==> src/rtl/capture_pkg.sv <==
// Shared defaults and sizing helpers for the switch code capture block.
package capture_pkg;

    localparam int DEF_WIDTH           = 8;
    localparam int DEF_DEPTH           = 4;
    localparam int DEF_DEBOUNCE_CYCLES = 4;

    // Bits needed to hold values 0..n; never narrower than one bit.
    function automatic int count_width(input int n);
        return (n < 1) ? 1 : $clog2(n + 1);
    endfunction

endpackage

==> src/rtl/code_fifo.sv <==
// First-word-fall-through FIFO: dout always shows the entry at the read pointer.
module code_fifo
    import capture_pkg::*;
#(
    parameter int WIDTH = DEF_WIDTH,
    parameter int DEPTH = DEF_DEPTH
) (
    input  logic                          clk,
    input  logic                          rst_n,
    input  logic                          push,
    input  logic                          pop,
    input  logic [WIDTH-1:0]              din,
    output logic [WIDTH-1:0]              dout,
    output logic [count_width(DEPTH)-1:0] count,
    output logic                          full,
    output logic                          empty
);

    localparam int PW = $clog2(DEPTH);
    localparam int CW = count_width(DEPTH);
    localparam logic [CW-1:0] COUNT_FULL = CW'(DEPTH);

    logic [WIDTH-1:0] mem_q [DEPTH];
    logic [WIDTH-1:0] mem_d [DEPTH];
    logic [PW-1:0]    wr_ptr_q, wr_ptr_d;
    logic [PW-1:0]    rd_ptr_q, rd_ptr_d;
    logic [CW-1:0]    count_q, count_d;
    logic             push_ok, pop_ok;

    assign empty = (count_q == '0);
    assign full  = (count_q == COUNT_FULL);
    assign dout  = mem_q[rd_ptr_q];
    assign count = count_q;

    // NOTE: every signal written here gets a default first, so no latch is inferred.
    always_comb begin
        pop_ok   = pop && !empty;
        push_ok  = push && (!full || pop_ok);
        mem_d    = mem_q;
        wr_ptr_d = wr_ptr_q;
        rd_ptr_d = rd_ptr_q;
        count_d  = count_q;
        if (push_ok) begin
            mem_d[wr_ptr_q] = din;
            wr_ptr_d        = wr_ptr_q + 1'b1;
        end
        if (pop_ok) begin
            rd_ptr_d = rd_ptr_q + 1'b1;
        end
        if (push_ok && !pop_ok) begin
            count_d = count_q + 1'b1;
        end else if (pop_ok && !push_ok) begin
            count_d = count_q - 1'b1;
        end
    end

    // NOTE: storage is reset too, because the head code must read 0 straight after reset.
    always_ff @(posedge clk or negedge rst_n) begin
        if (!rst_n) begin
            for (int i = 0; i < DEPTH; i++) begin
                mem_q[i] <= '0;
            end
            wr_ptr_q <= '0;
            rd_ptr_q <= '0;
            count_q  <= '0;
        end else begin
            mem_q    <= mem_d;
            wr_ptr_q <= wr_ptr_d;
            rd_ptr_q <= rd_ptr_d;
            count_q  <= count_d;
        end
    end

endmodule

==> src/rtl/switch_code_capture.sv <==
// Synchronises and debounces a switch bank, turns 0->non-zero transitions into
// press events and queues the pressed codes for the control logic.
module switch_code_capture
    import capture_pkg::*;
#(
    parameter int WIDTH           = DEF_WIDTH,
    parameter int DEPTH           = DEF_DEPTH,
    parameter int DEBOUNCE_CYCLES = DEF_DEBOUNCE_CYCLES
) (
    input  logic                          clk,
    input  logic                          reset,
    input  logic [WIDTH-1:0]              sw,
    input  logic                          consume,
    input  logic                          clear_overflow,
    output logic [WIDTH-1:0]              code,
    output logic                          code_valid,
    output logic [count_width(DEPTH)-1:0] count,
    output logic                          overflow
);

    localparam int DW = count_width(DEBOUNCE_CYCLES - 1);
    localparam logic [DW-1:0] CNT_MAX = DW'(DEBOUNCE_CYCLES - 1);

    logic [WIDTH-1:0] s1_q, s1_d, s2_q, s2_d;
    logic [WIDTH-1:0] cand_q, cand_d;
    logic [DW-1:0]    cnt_q, cnt_d;
    logic [WIDTH-1:0] stable_q, stable_d;
    logic [WIDTH-1:0] stable_prev_q, stable_prev_d;
    logic             press_q, press_d;
    logic [WIDTH-1:0] press_code_q, press_code_d;
    logic             overflow_q, overflow_d;
    logic             fifo_full, fifo_empty;

    always_comb begin
        s1_d          = sw;
        s2_d          = s1_q;
        cand_d        = cand_q;
        cnt_d         = cnt_q;
        stable_d      = stable_q;
        if (s2_q != cand_q) begin
            cand_d = s2_q;
            cnt_d  = '0;
        end else if (cnt_q == CNT_MAX) begin
            stable_d = cand_q;
        end else begin
            cnt_d = cnt_q + 1'b1;
        end
        // Only a rise out of all-zero is a press; release re-arms detection.
        stable_prev_d = stable_q;
        press_d       = (stable_q != '0) && (stable_prev_q == '0);
        press_code_d  = stable_q;
        // A full FIFO still accepts the press when the head is popped this cycle.
        if (press_q && fifo_full && !consume) begin
            overflow_d = 1'b1;
        end else if (clear_overflow) begin
            overflow_d = 1'b0;
        end else begin
            overflow_d = overflow_q;
        end
    end

    // NOTE: sequential state uses non-blocking assignments so all flops update together.
    always_ff @(posedge clk or negedge reset) begin
        if (!reset) begin
            s1_q          <= '0;
            s2_q          <= '0;
            cand_q        <= '0;
            cnt_q         <= '0;
            stable_q      <= '0;
            stable_prev_q <= '0;
            press_q       <= 1'b0;
            press_code_q  <= '0;
            overflow_q    <= 1'b0;
        end else begin
            s1_q          <= s1_d;
            s2_q          <= s2_d;
            cand_q        <= cand_d;
            cnt_q         <= cnt_d;
            stable_q      <= stable_d;
            stable_prev_q <= stable_prev_d;
            press_q       <= press_d;
            press_code_q  <= press_code_d;
            overflow_q    <= overflow_d;
        end
    end

    code_fifo #(
        .WIDTH (WIDTH),
        .DEPTH (DEPTH)
    ) u_code_fifo (
        .clk   (clk),
        .rst_n (reset),
        .push  (press_q),
        .pop   (consume),
        .din   (press_code_q),
        .dout  (code),
        .count (count),
        .full  (fifo_full),
        .empty (fifo_empty)
    );

    assign code_valid = !fifo_empty;
    assign overflow   = overflow_q;

endmodule

==> config.mk <==
export PLATFORM = sky130hd
export DESIGN_NAME = switch_code_capture
export DESIGN_NICKNAME = d
export VERILOG_FILES = /design/src/rtl/capture_pkg.sv /design/src/rtl/code_fifo.sv /design/src/rtl/switch_code_capture.sv
export SDC_FILE = /design/constraint.sdc
export NUM_CORES = 1
export LEC_CHECK = 0
export CAP_MARGIN = 20
export CELL_PAD_IN_SITES_DETAIL_PLACEMENT = 1
export CELL_PAD_IN_SITES_GLOBAL_PLACEMENT = 1
export CORE_MARGIN = 2
export CORE_UTILIZATION = 35
export CTS_CLUSTER_DIAMETER = 30
export DETAILED_ROUTE_END_ITERATION = 10
export DONT_BUFFER_PORTS = 1
export PLACE_DENSITY_LB_ADDON = 0.12
export SETUP_SLACK_MARGIN = 0.5
export SLEW_MARGIN = 10
export SYNTH_ARGS = -nofsm -noshare
export SYNTH_HDL_FRONTEND = slang
export SYNTH_SLANG_ARGS = --single-unit
==> constraint.sdc <==
create_clock -name clk -period 4.85 [get_ports clk]
set_input_delay 0.97 -clock clk [delete_from_list [all_inputs] [get_ports clk]]
set_output_delay 0.97 -clock clk [all_outputs]
set_load 0.05 [all_outputs]
==> flow_summary.json <==
{
  "power_density_nw_per_um2": 359,
  "cts.sinks": 83,
  "critPathMaxStageDelay_ns": 0.78,
  "startpoint_type": "flip-flop",
  "numCtsBuffers": 9,
  "async_flop_share_pct": 100,
  "drtAntennaViolNets": 0,
  "cts.clk_slew.worst_paths_ns": 0.08,
  "core_region_area_um2": 8810,
  "cts-resized-gates": 0,
  "totalWireLength_mm": 5.43,
  "drcViolationCount": 0,
  "tritoncts": "yes",
  "hold_class": "primary input to async pin",
  "fp.dieH_um": 99.7,
  "fillers": 867,
  "global_route.usage.total_pct": 12.1,
  "fin_ws_ns": 1.99,
  "yosysWarnings": 0,
  "cp_top_family": "flip-flops",
  "max_freq_mhz": 349,
  "cts_max_level": 3,
  "tns_ns": 0,
  "ys.flop_type": "dfrtp_1",
  "ir_worst_vdd_mv": 0.144,
  "worst_slew_pin_slew_ns": 0.716,
  "viasPerCell": 4.87,
  "initial_core_util_pct": 36.4,
  "num_vias": 1506,
  "drv_cap": 0,
  "final_common_cell": "dfrtp_1",
  "clk_latency_ns": 0.35,
  "detailedPlace.worstSlack_ns": 1.90,
  "synth_edf_count": 0,
  "grt_start_max_net_pins": 84,
  "slew_violations": 0,
  "critPathKind": "flip-flop to primary output",
  "setup_viol_count_final": 0,
  "clock_skew_ns": 0.00783,
  "syn2layout_area_growth_pct": 9.91,
  "yosysSeqAreaShare_pct": 64.7,
  "antenna_found_initial": 0,
  "clockRootBuffer": "clkbuf_8",
  "wl_per_cell_um": 17.6,
  "final_cell_mix": "dfrtp_1, mux2_2, xor2_1",
  "slew_headroom_pct": 52.1,
  "reg2reg_from": "u_code_fifo.count[0]",
  "cts_max_path_buffers": 2,
  "path_cells": "mux4_2",
  "diodes": 0,
  "cp.arrival_ns": 1.89,
  "report.final.hold_viol_count": 0,
  "drive_gt1_share_pct": 35.8,
  "dieWidth_um": 99.7,
  "synth_cell_types": 25,
  "cp-startpoint": "u_code_fifo.rd_ptr_q[0]",
  "grt_pass1_vias": 1728,
  "syn-mean-instance-area_um2": 16.4,
  "status": "complete, no violations",
  "num_rows": 34,
  "crit_buf_inv": 0,
  "die-area_um2": 9950,
  "cp-end-kind": "primary output",
  "gp_congestion": 0.664,
  "critPathMaxFanout": 10,
  "fin_nets": 215,
  "cp.required_ns": 3.88,
  "io_buffer_count": 0,
  "synth_cells": 196,
  "postCtsSetupRepairBufs": 0,
  "ctsHoldBuffers": 0,
  "rsz0062_at_grt": "false",
  "period_needed_ns": 2.86,
  "grt_pass1_wl_mm": 9.01,
  "dr.pass1.iters": 4,
  "fin_util_pct": 40.0,
  "overflow": 0,
  "io_pins": 25,
  "synth_nets": 215,
  "ys_seq_elements": 83,
  "critical-path-slowest-cell": "dfrtp_1",
  "synth_area_um2": 3210,
  "power_leakage_nw": 1.71,
  "fin_crit_sh_pct": 59.0,
  "place_hpwl_mm": 3.66,
  "drtIter0Drc": 27
}
-- area by class of cell --
type | instances | area (um^2) | area share [%]
sequential | 83 | 2080 | 58.9
clock inverter | 6 | 88.8 | 2.52
multi-input combinational | 98 | 1070 | 30.4
inverter | 4 | 15.0 | 0.426
clock buffer | 10 | 138 | 3.90
tap | 108 | 135 | 3.83
-- synth_stat cells (2+ instances only) --
library cell | count | area share (%)
buf_2 | 2 | 0.31
clkbuf_1 | 8 | 0.94
dfrtp_1 | 83 | 65
ha_1 | 6 | 2.3
inv_1 | 4 | 0.47
mux2_2 | 33 | 12
mux2_4 | 8 | 3.7
mux4_2 | 8 | 5.6
nand2_1 | 5 | 0.59
nand2_2 | 4 | 0.78
nor2_1 | 3 | 0.35
nor4_1 | 4 | 0.78
nor4_2 | 2 | 0.78
o21ai_0 | 2 | 0.31
xnor2_1 | 4 | 1.1
xor2_1 | 11 | 3.0
-- sequential cells by signal, indices dropped and copies added (netlist names) --
signal / count
cand_q: 8
cnt_q: 2
overflow: 1
press_code_d: 8
press_code_q: 8
press_q: 1
s1_q: 8
s2_q: 8
u_code_fifo.count: 3
u_code_fifo.mem_q: 32
u_code_fifo.rd_ptr_q: 2
u_code_fifo.wr_ptr_q: 2
-- metal layers --
layer / GRT usage (%) / vias up / wire, um
met1: 15.2 / 793 / 2450
met4: 5.06 / 0 / 84
met3: 3.44 / 9 / 169
met2: 19.9 / 25 / 2730
met5: 0 / - / 0
li1: - / 679 / -
-- report_power, final --
group	internal (W)	switching, W
Sequential	0.000702	0.00000544
Clock	0.000304	0.000247
Combinational	0.00000369	0.00000414
-- cell families (layout without fill, tap and decap cells) --
kind of cell             count (synthesis)  in the layout  synth area share (%)
XOR/XNOR                                15             15                  4.09
AND/OR/NAND/NOR                         23             23                  4.64
adder cells (fa/ha/maj)                  7              7                  2.96
buffers and inverters                   15             20                  1.83
multiplexers                            50             50                  21.3
AO/OA/AOI/OAI                            3              3                 0.468
flip-flops                              83             83                  64.7
-- stage by stage --
| step | cells | area (um^2) | hold slack [ns] | total power, W |
|---|---|---|---|---|
| floorplan | 196 | 3210 | 0.331 | 0.000729 |
| global placement | 293 | 3300 | 0.333 | 0.000729 |
| detailed placement | 293 | 3300 | 0.336 | 0.000729 |
| CTS | 309 | 3530 | 0.285 | 0.00129 |
| global route | 309 | 3530 | 0.285 | 0.00132 |
| finish | 309 | 3530 | 0.308 | 0.00127 |
-- path summary, 6_finish.rpt --
kind	end	slack (ns)	cells after the start
min in group clk	s2_q[7]	0.35	0
max reg2reg	u_code_fifo.count[2]	2.04	8
max	code[1]	1.99	1
min	u_code_fifo.mem_q[20]	0.31	0
min reg2reg	s2_q[7]	0.35	0
max in group asynchronous	cand_q[5]	4.38	0
Note: power is estimated with default switching activity, not from simulation.
